===== src/rtl/seg7_pkg.sv =====
// Shared constants for the multiplexed 7-segment driver: active-high hex font,
// blank pattern and the digit-index width helper.
package seg7_pkg;

  // Segment order {g,f,e,d,c,b,a}, active-high; entry 15 ('F') first.
  localparam logic [15:0][6:0] HEX_FONT = {
    7'h71, 7'h79, 7'h5E, 7'h39, 7'h7C, 7'h77, 7'h6F, 7'h7F,
    7'h07, 7'h7D, 7'h6D, 7'h66, 7'h4F, 7'h5B, 7'h06, 7'h3F
  };

  localparam logic [6:0] SEG_OFF = 7'h00;

  function automatic int unsigned idx_width(input int unsigned num_digits);
    return (num_digits <= 1) ? 1 : $clog2(num_digits);
  endfunction

endpackage


===== src/rtl/seg7_hex_decode.sv =====
// Combinational hex-to-segment decoder with a blank override, active-high.
module seg7_hex_decode
  import seg7_pkg::*;
(
  input  logic [3:0] nibble_i,
  input  logic       blank_i,
  output logic [6:0] seg_o
);

  always_comb begin
    seg_o = blank_i ? SEG_OFF : HEX_FONT[nibble_i];
  end

endmodule


===== src/rtl/seg7_scan_driver.sv =====
// Time-multiplexed 7-segment scanner: frame snapshot, leading-zero blanking,
// per-digit decimal points and PWM brightness on the anode enables.
module seg7_scan_driver
  import seg7_pkg::*;
#(
  parameter int unsigned NUM_DIGITS     = 4,
  parameter int unsigned DIV_BITS       = 13,
  parameter bit          SEG_ACTIVE_LOW = 1'b1,
  parameter bit          AN_ACTIVE_LOW  = 1'b1
) (
  input  logic                    clk,
  input  logic                    clr,
  input  logic [4*NUM_DIGITS-1:0] digits,
  input  logic [NUM_DIGITS-1:0]   dp_in,
  input  logic                    blank_en,
  input  logic [3:0]              bright,
  output logic [6:0]              seg,
  output logic                    dp,
  output logic [NUM_DIGITS-1:0]   an,
  output logic                    frame_done
);

  localparam int unsigned          IdxW    = idx_width(NUM_DIGITS);
  localparam logic [IdxW-1:0]      LastIdx = IdxW'(NUM_DIGITS - 1);
  localparam logic [6:0]           SegPol  = {7{SEG_ACTIVE_LOW}};
  localparam logic [NUM_DIGITS-1:0] AnPol  = {NUM_DIGITS{AN_ACTIVE_LOW}};

  logic [DIV_BITS-1:0]     pre_q, pre_d;
  logic [IdxW-1:0]         idx_q, idx_d;
  logic [4*NUM_DIGITS-1:0] shd_dig_q, shd_dig_d;
  logic [NUM_DIGITS-1:0]   shd_dp_q, shd_dp_d;
  logic                    shd_blank_q, shd_blank_d;
  logic [6:0]              seg_q, seg_d;
  logic                    dp_q, dp_d;
  logic [NUM_DIGITS-1:0]   an_q, an_d;
  logic                    fd_q, fd_d;

  logic                    tick, wrap;
  logic [4*NUM_DIGITS-1:0] src_dig;
  logic [NUM_DIGITS-1:0]   src_dp;
  logic                    src_blank;
  logic [3:0]              cur_nib;
  logic                    cur_dp;
  logic                    higher_nz;
  logic                    cur_blank;
  logic [6:0]              dec_seg;
  logic                    pwm_on;
  logic [NUM_DIGITS-1:0]   an_hi;

  assign tick = &pre_q;
  assign wrap = tick && (idx_q == '0);

  // On a wrap tick the live inputs are both the new shadow and the pattern source.
  always_comb begin
    src_dig   = wrap ? digits   : shd_dig_q;
    src_dp    = wrap ? dp_in    : shd_dp_q;
    src_blank = wrap ? blank_en : shd_blank_q;
  end

  always_comb begin
    pre_d = pre_q + DIV_BITS'(1);
    idx_d = idx_q;
    if (tick) begin
      idx_d = wrap ? LastIdx : idx_q - IdxW'(1);
    end
  end

  // Select the nibble for the incoming digit and look for any non-zero digit at or above it.
  always_comb begin
    cur_nib   = 4'h0;
    cur_dp    = 1'b0;
    higher_nz = 1'b0;
    for (int i = 0; i < NUM_DIGITS; i++) begin
      if (IdxW'(i) == idx_d) begin
        cur_nib = src_dig[4*i +: 4];
        cur_dp  = src_dp[i];
      end
      if ((IdxW'(i) >= idx_d) && (src_dig[4*i +: 4] != 4'h0)) begin
        higher_nz = 1'b1;
      end
    end
    cur_blank = src_blank && (idx_d != '0) && !higher_nz;
  end

  seg7_hex_decode u_decode (
    .nibble_i (cur_nib),
    .blank_i  (cur_blank),
    .seg_o    (dec_seg)
  );

  // Anode is evaluated against next-cycle state so the slot's first cycle (pre=0) is lit.
  always_comb begin
    pwm_on = (pre_d[DIV_BITS-1 -: 4] <= bright);
    an_hi  = '0;
    for (int i = 0; i < NUM_DIGITS; i++) begin
      an_hi[i] = (IdxW'(i) == idx_d) && pwm_on;
    end
  end

  always_comb begin
    shd_dig_d   = shd_dig_q;
    shd_dp_d    = shd_dp_q;
    shd_blank_d = shd_blank_q;
    if (wrap) begin
      shd_dig_d   = digits;
      shd_dp_d    = dp_in;
      shd_blank_d = blank_en;
    end
    seg_d = tick ? (dec_seg ^ SegPol) : seg_q;
    dp_d  = tick ? (cur_dp ^ SEG_ACTIVE_LOW) : dp_q;
    an_d  = an_hi ^ AnPol;
    fd_d  = wrap;
  end

  always_ff @(posedge clk or posedge clr) begin
    if (clr) begin
      pre_q       <= '0;
      idx_q       <= '0;
      shd_dig_q   <= '0;
      shd_dp_q    <= '0;
      shd_blank_q <= 1'b0;
      seg_q       <= SEG_OFF ^ SegPol;
      dp_q        <= SEG_ACTIVE_LOW;
      an_q        <= AnPol;
      fd_q        <= 1'b0;
    end else begin
      pre_q       <= pre_d;
      idx_q       <= idx_d;
      shd_dig_q   <= shd_dig_d;
      shd_dp_q    <= shd_dp_d;
      shd_blank_q <= shd_blank_d;
      seg_q       <= seg_d;
      dp_q        <= dp_d;
      an_q        <= an_d;
      fd_q        <= fd_d;
    end
  end

  assign seg        = seg_q;
  assign dp         = dp_q;
  assign an         = an_q;
  assign frame_done = fd_q;

endmodule


===== config.mk =====
export PLATFORM = sky130hd
export DESIGN_NAME = seg7_scan_driver
export DESIGN_NICKNAME = d
export VERILOG_FILES = /design/src/rtl/seg7_pkg.sv /design/src/rtl/seg7_hex_decode.sv /design/src/rtl/seg7_scan_driver.sv
export SDC_FILE = /design/constraint.sdc
export NUM_CORES = 1
export LEC_CHECK = 0
export CAP_MARGIN = 15
export CORE_ASPECT_RATIO = 1.2
export CORE_MARGIN = 3
export CORE_UTILIZATION = 51
export CTS_CLUSTER_SIZE = 8
export DETAILED_ROUTE_END_ITERATION = 6
export PLACE_DENSITY = 0.83
export SLEW_MARGIN = 20
export SYNTH_ARGS = -nofsm -noshare
export SYNTH_HDL_FRONTEND = slang
export SYNTH_SLANG_ARGS = --single-unit

===== constraint.sdc =====
create_clock -name clk -period 9.4 [get_ports clk]
set_clock_uncertainty 0.1 [all_clocks]
set_input_delay 1.88 -clock clk [delete_from_list [all_inputs] [get_ports clk]]
set_output_delay 1.88 -clock clk [all_outputs]
set_load 0.01 [all_outputs]

==> impl_metrics.py <==
metrics = {
    "route": {
        "wl_met1_mm": 2.05,
        "routed.top_layer": "met4",
        "drt-pass1-iter-count": 4,
        "dr_wl_met3_um": 170,
        "drc": 0,
        "ant_nets": 0,
        "routed_wl_mm": 4.89,
        "drt_iter0_markers": 81,
        "wl_per_cell_um": 15.5,
        "num_vias": 1740,
        "wl_met2_mm": 2.55,
        "via_per_inst": 5.51,
    },
    "worst_setup_path": {
        "rrSetupSlack_ps": 5660,
        "cpPeakStageDelay_ps": 480,
        "critPathKind": "primary input to flip-flop",
        "cp_data_arrival_time_ps": 4080,
        "slowest_stage": "or3b_2",
        "startpoint_type": "primary input",
        "path_buf_inv": 2,
        "critPathTopFamily": "multiplexers",
        "cp_common_cell": "mux2_2",
        "cp_max_fo": 6,
        "crit_chain": "clkdlybuf4s50_1 -> mux2_2 -> mux2i_1 -> mux2_2 -> inv_1 -> ha_1 -> or3b_2 -> o221ai_1 -> a21oi_1",
        "crit_required_ps": 9510,
        "critPathCaptureType": "flip-flop",
    },
    "job": {
        "cap_violations": 0,
    },
    "cells_and_area": {
        "multiInputGateArea_um2": 1180,
        "seqCellArea_um2": 1240,
        "area_growth_pct": 21.3,
        "finalCoreUtilization_pct": 65.2,
        "diodes": 0,
        "fill_cells": 389,
        "drive_gt1_share_pct": 22.5,
        "fin_nets": 297,
    },
    "sta": {
        "timing.slew.headroom_pct": 45.5,
        "max_freq_ghz": 0.252,
        "finalSetupViolations": 0,
        "finalHoldViolations": 0,
        "rsz0062_at_grt": "no",
        "min_period_ps": 3960,
        "fin_crit_sh_pct": 42.2,
        "worstMarginPinSlew_ps": 816,
        "tns_ps": 0,
        "final_max_slew_viol_count": 0,
    },
    "floorplanning": {
        "ios": 40,
        "coreArea_um2": 4700,
        "dieHeight_um": 83.0,
        "rows": 27,
        "start_util_pct": 53.7,
        "die_x_um": 70.2,
        "dieArea_um2": 5830,
    },
    "global_routing": {
        "grt_use_total_pct": 17.9,
        "grt_pass1_wl_mm": 8.40,
        "overflow": 0,
        "grt_max_degree": 50,
        "grt_pass1_vias": 1800,
        "antenna_found_initial": 0,
    },
    "place": {
        "hpwl_mm": 3.58,
        "gp_congestion": 0.794,
        "io_buffers": 39,
    },
    "cts": {
        "cts_buffers": 5,
        "hold_buffers": 0,
        "cts_resized": 0,
        "cts_max_level": 2,
        "cts-root-buf": "clkbuf_8",
        "clk_latency_ps": 310,
        "clkSinkCount": 49,
        "cts_tree": "done",
        "cts_setup_buffers": 0,
        "clkTransAtPathRegs_ps": 90,
        "clockBufferDepth": 2,
    },
    "logic_synthesis": {
        "syn_avg_cell_area_um2": 11.7,
        "synth_top_cell_area_share_pct": 36.7,
        "ys_types": 41,
        "synth_edf_count": 0,
        "synth.top_cells.by_area": "dfrtp_1, dfstp_2, mux2_2",
        "async_flop_share_pct": 100,
        "synth_fp_nets": 255,
        "synth_ff_type": "dfrtp_1",
        "synth_seq_cells": 49,
        "synth_area_um2": 2520,
        "yosysTopAreaCell": "dfrtp_1",
        "yosys_warnings": 0,
        "ys_seq_area_share_pct": 49.2,
        "syn_inst": 215,
    },
    "power_and_ir_drop": {
        "ir_worst_vdd_v": 0.000112,
        "power.leakage_nw": 1.46,
        "p_per_area_nw_per_um2": 118,
    },
    "outcome": {
        "status": "finished clean",
    },
    "hold_path": {
        "hp-class": "flip-flop to flip-flop",
    },
}
-- path summary, 6_finish.rpt --
path,start,to,cells past startpoint
max reg2reg,pre_q[0],seg[0],12
min reg2reg,dp,dp,2
max,digits[12],seg[0],9
max in group asynchronous,clr,pre_q[10],2
min,dp,dp,2
min in group asynchronous,clr,pre_q[2],2
-- Yosys cell counts, drive strengths merged, types with 5 or more instances --
master and number:
nor2 15, mux2i 13, ha 13, o21ai 5, xnor2 5, mux2 25
nand2 12, xor2 7, dfrtp 37, nor4 6, buf 6, dfstp 12
nand3 6, a21oi 7, inv 14
-- registers in the layout, summed over array words and instances, names as in the netlist --
signal,count
shd_dig_q,16
pre_q,13
seg,7
an,4
shd_dp_q,4
idx_q,2
dp,1
frame_done,1
shd_blank_q,1
-- worst register-to-register path: cells and delay by family, from the launching register on --
kind            cells  cell delay (ps)
simple gates        3             1170
mux                 3              950
fa+ha+maj           2              470
flops               1              400
buf+inv             2              380
compound gates      2              180
-- power breakdown --
part / total (mW) / leakage [nW] / internal (mW) / switching [mW]
Clock: 0.131 / 0.0512 / 0.0597 / 0.0715
Combinational: 0.0180 / 0.783 / 0.0107 / 0.00733
Sequential: 0.211 / 0.628 / 0.211 / 0.0000250
-- cells in the final DEF, fill, tap and decap left out, drive strengths merged, types with 2 or more instances in the layout --
master         count
nand3              6
nand2b             2
a21oi              7
o21ai              5
nor4               6
clkdlybuf4s50     39
nor2              15
nand2             12
mux2              25
xor2               7
dfstp             12
or3                2
inv               13
xnor2              5
ha                13
mux2i             13
a31oi              2
nor3               3
clkbuf             6
nand4              4
o32a               3
buf                3
or2                2
or4                2
dfrtp             37
clkinv             3
-- cells by family (layout without fill, tap and decap cells) --
| group | count (synthesis) | in the layout | share of synthesized area [%] |
|---|---|---|---|
| flip-flops | 49 | 49 | 49.2 |
| AND/OR/NAND/NOR | 59 | 59 | 13.1 |
| adder cells (fa/ha/maj) | 13 | 13 | 6.45 |
| buffers and inverters | 21 | 64 | 3.87 |
| multiplexers | 39 | 39 | 17.2 |
| AO/OA/AOI/OAI | 22 | 22 | 5.95 |
| XOR/XNOR | 12 | 12 | 4.17 |
-- layout make-up --
class	instances	share of cell area, %
flip-flops and latches	49	40.6
multi-input cells	145	38.7
repair buffers	42	13.5
clock buffers	6	2.70
well taps	58	2.37
inverters	14	1.76
clock inverters	2	0.450
-- per-layer routing --
metal / vias to the layer above / global-route usage (%)
met5: - / 0
met1: 843 / 22.1
met4: 0 / 8.19
met3: 9 / 3.15
li1: 843 / -
met2: 45 / 30.3
-- metrics by stage --
stage | power [mW] | instance area [µm²] | hold slack (ps) | worst slack [ps] | instances
after floorplan | 0.220 | 2520 | 343 | 5810 | 215
after global placement | 0.233 | 2960 | 367 | 5250 | 308
after detailed placement | 0.233 | 2960 | 371 | 5200 | 308
after CTS | 0.364 | 3060 | 385 | 5450 | 316
after global routing | 0.374 | 3060 | 403 | 5340 | 316
final | 0.360 | 3060 | 380 | 5440 | 316
Power figures use the tool's default switching activity.
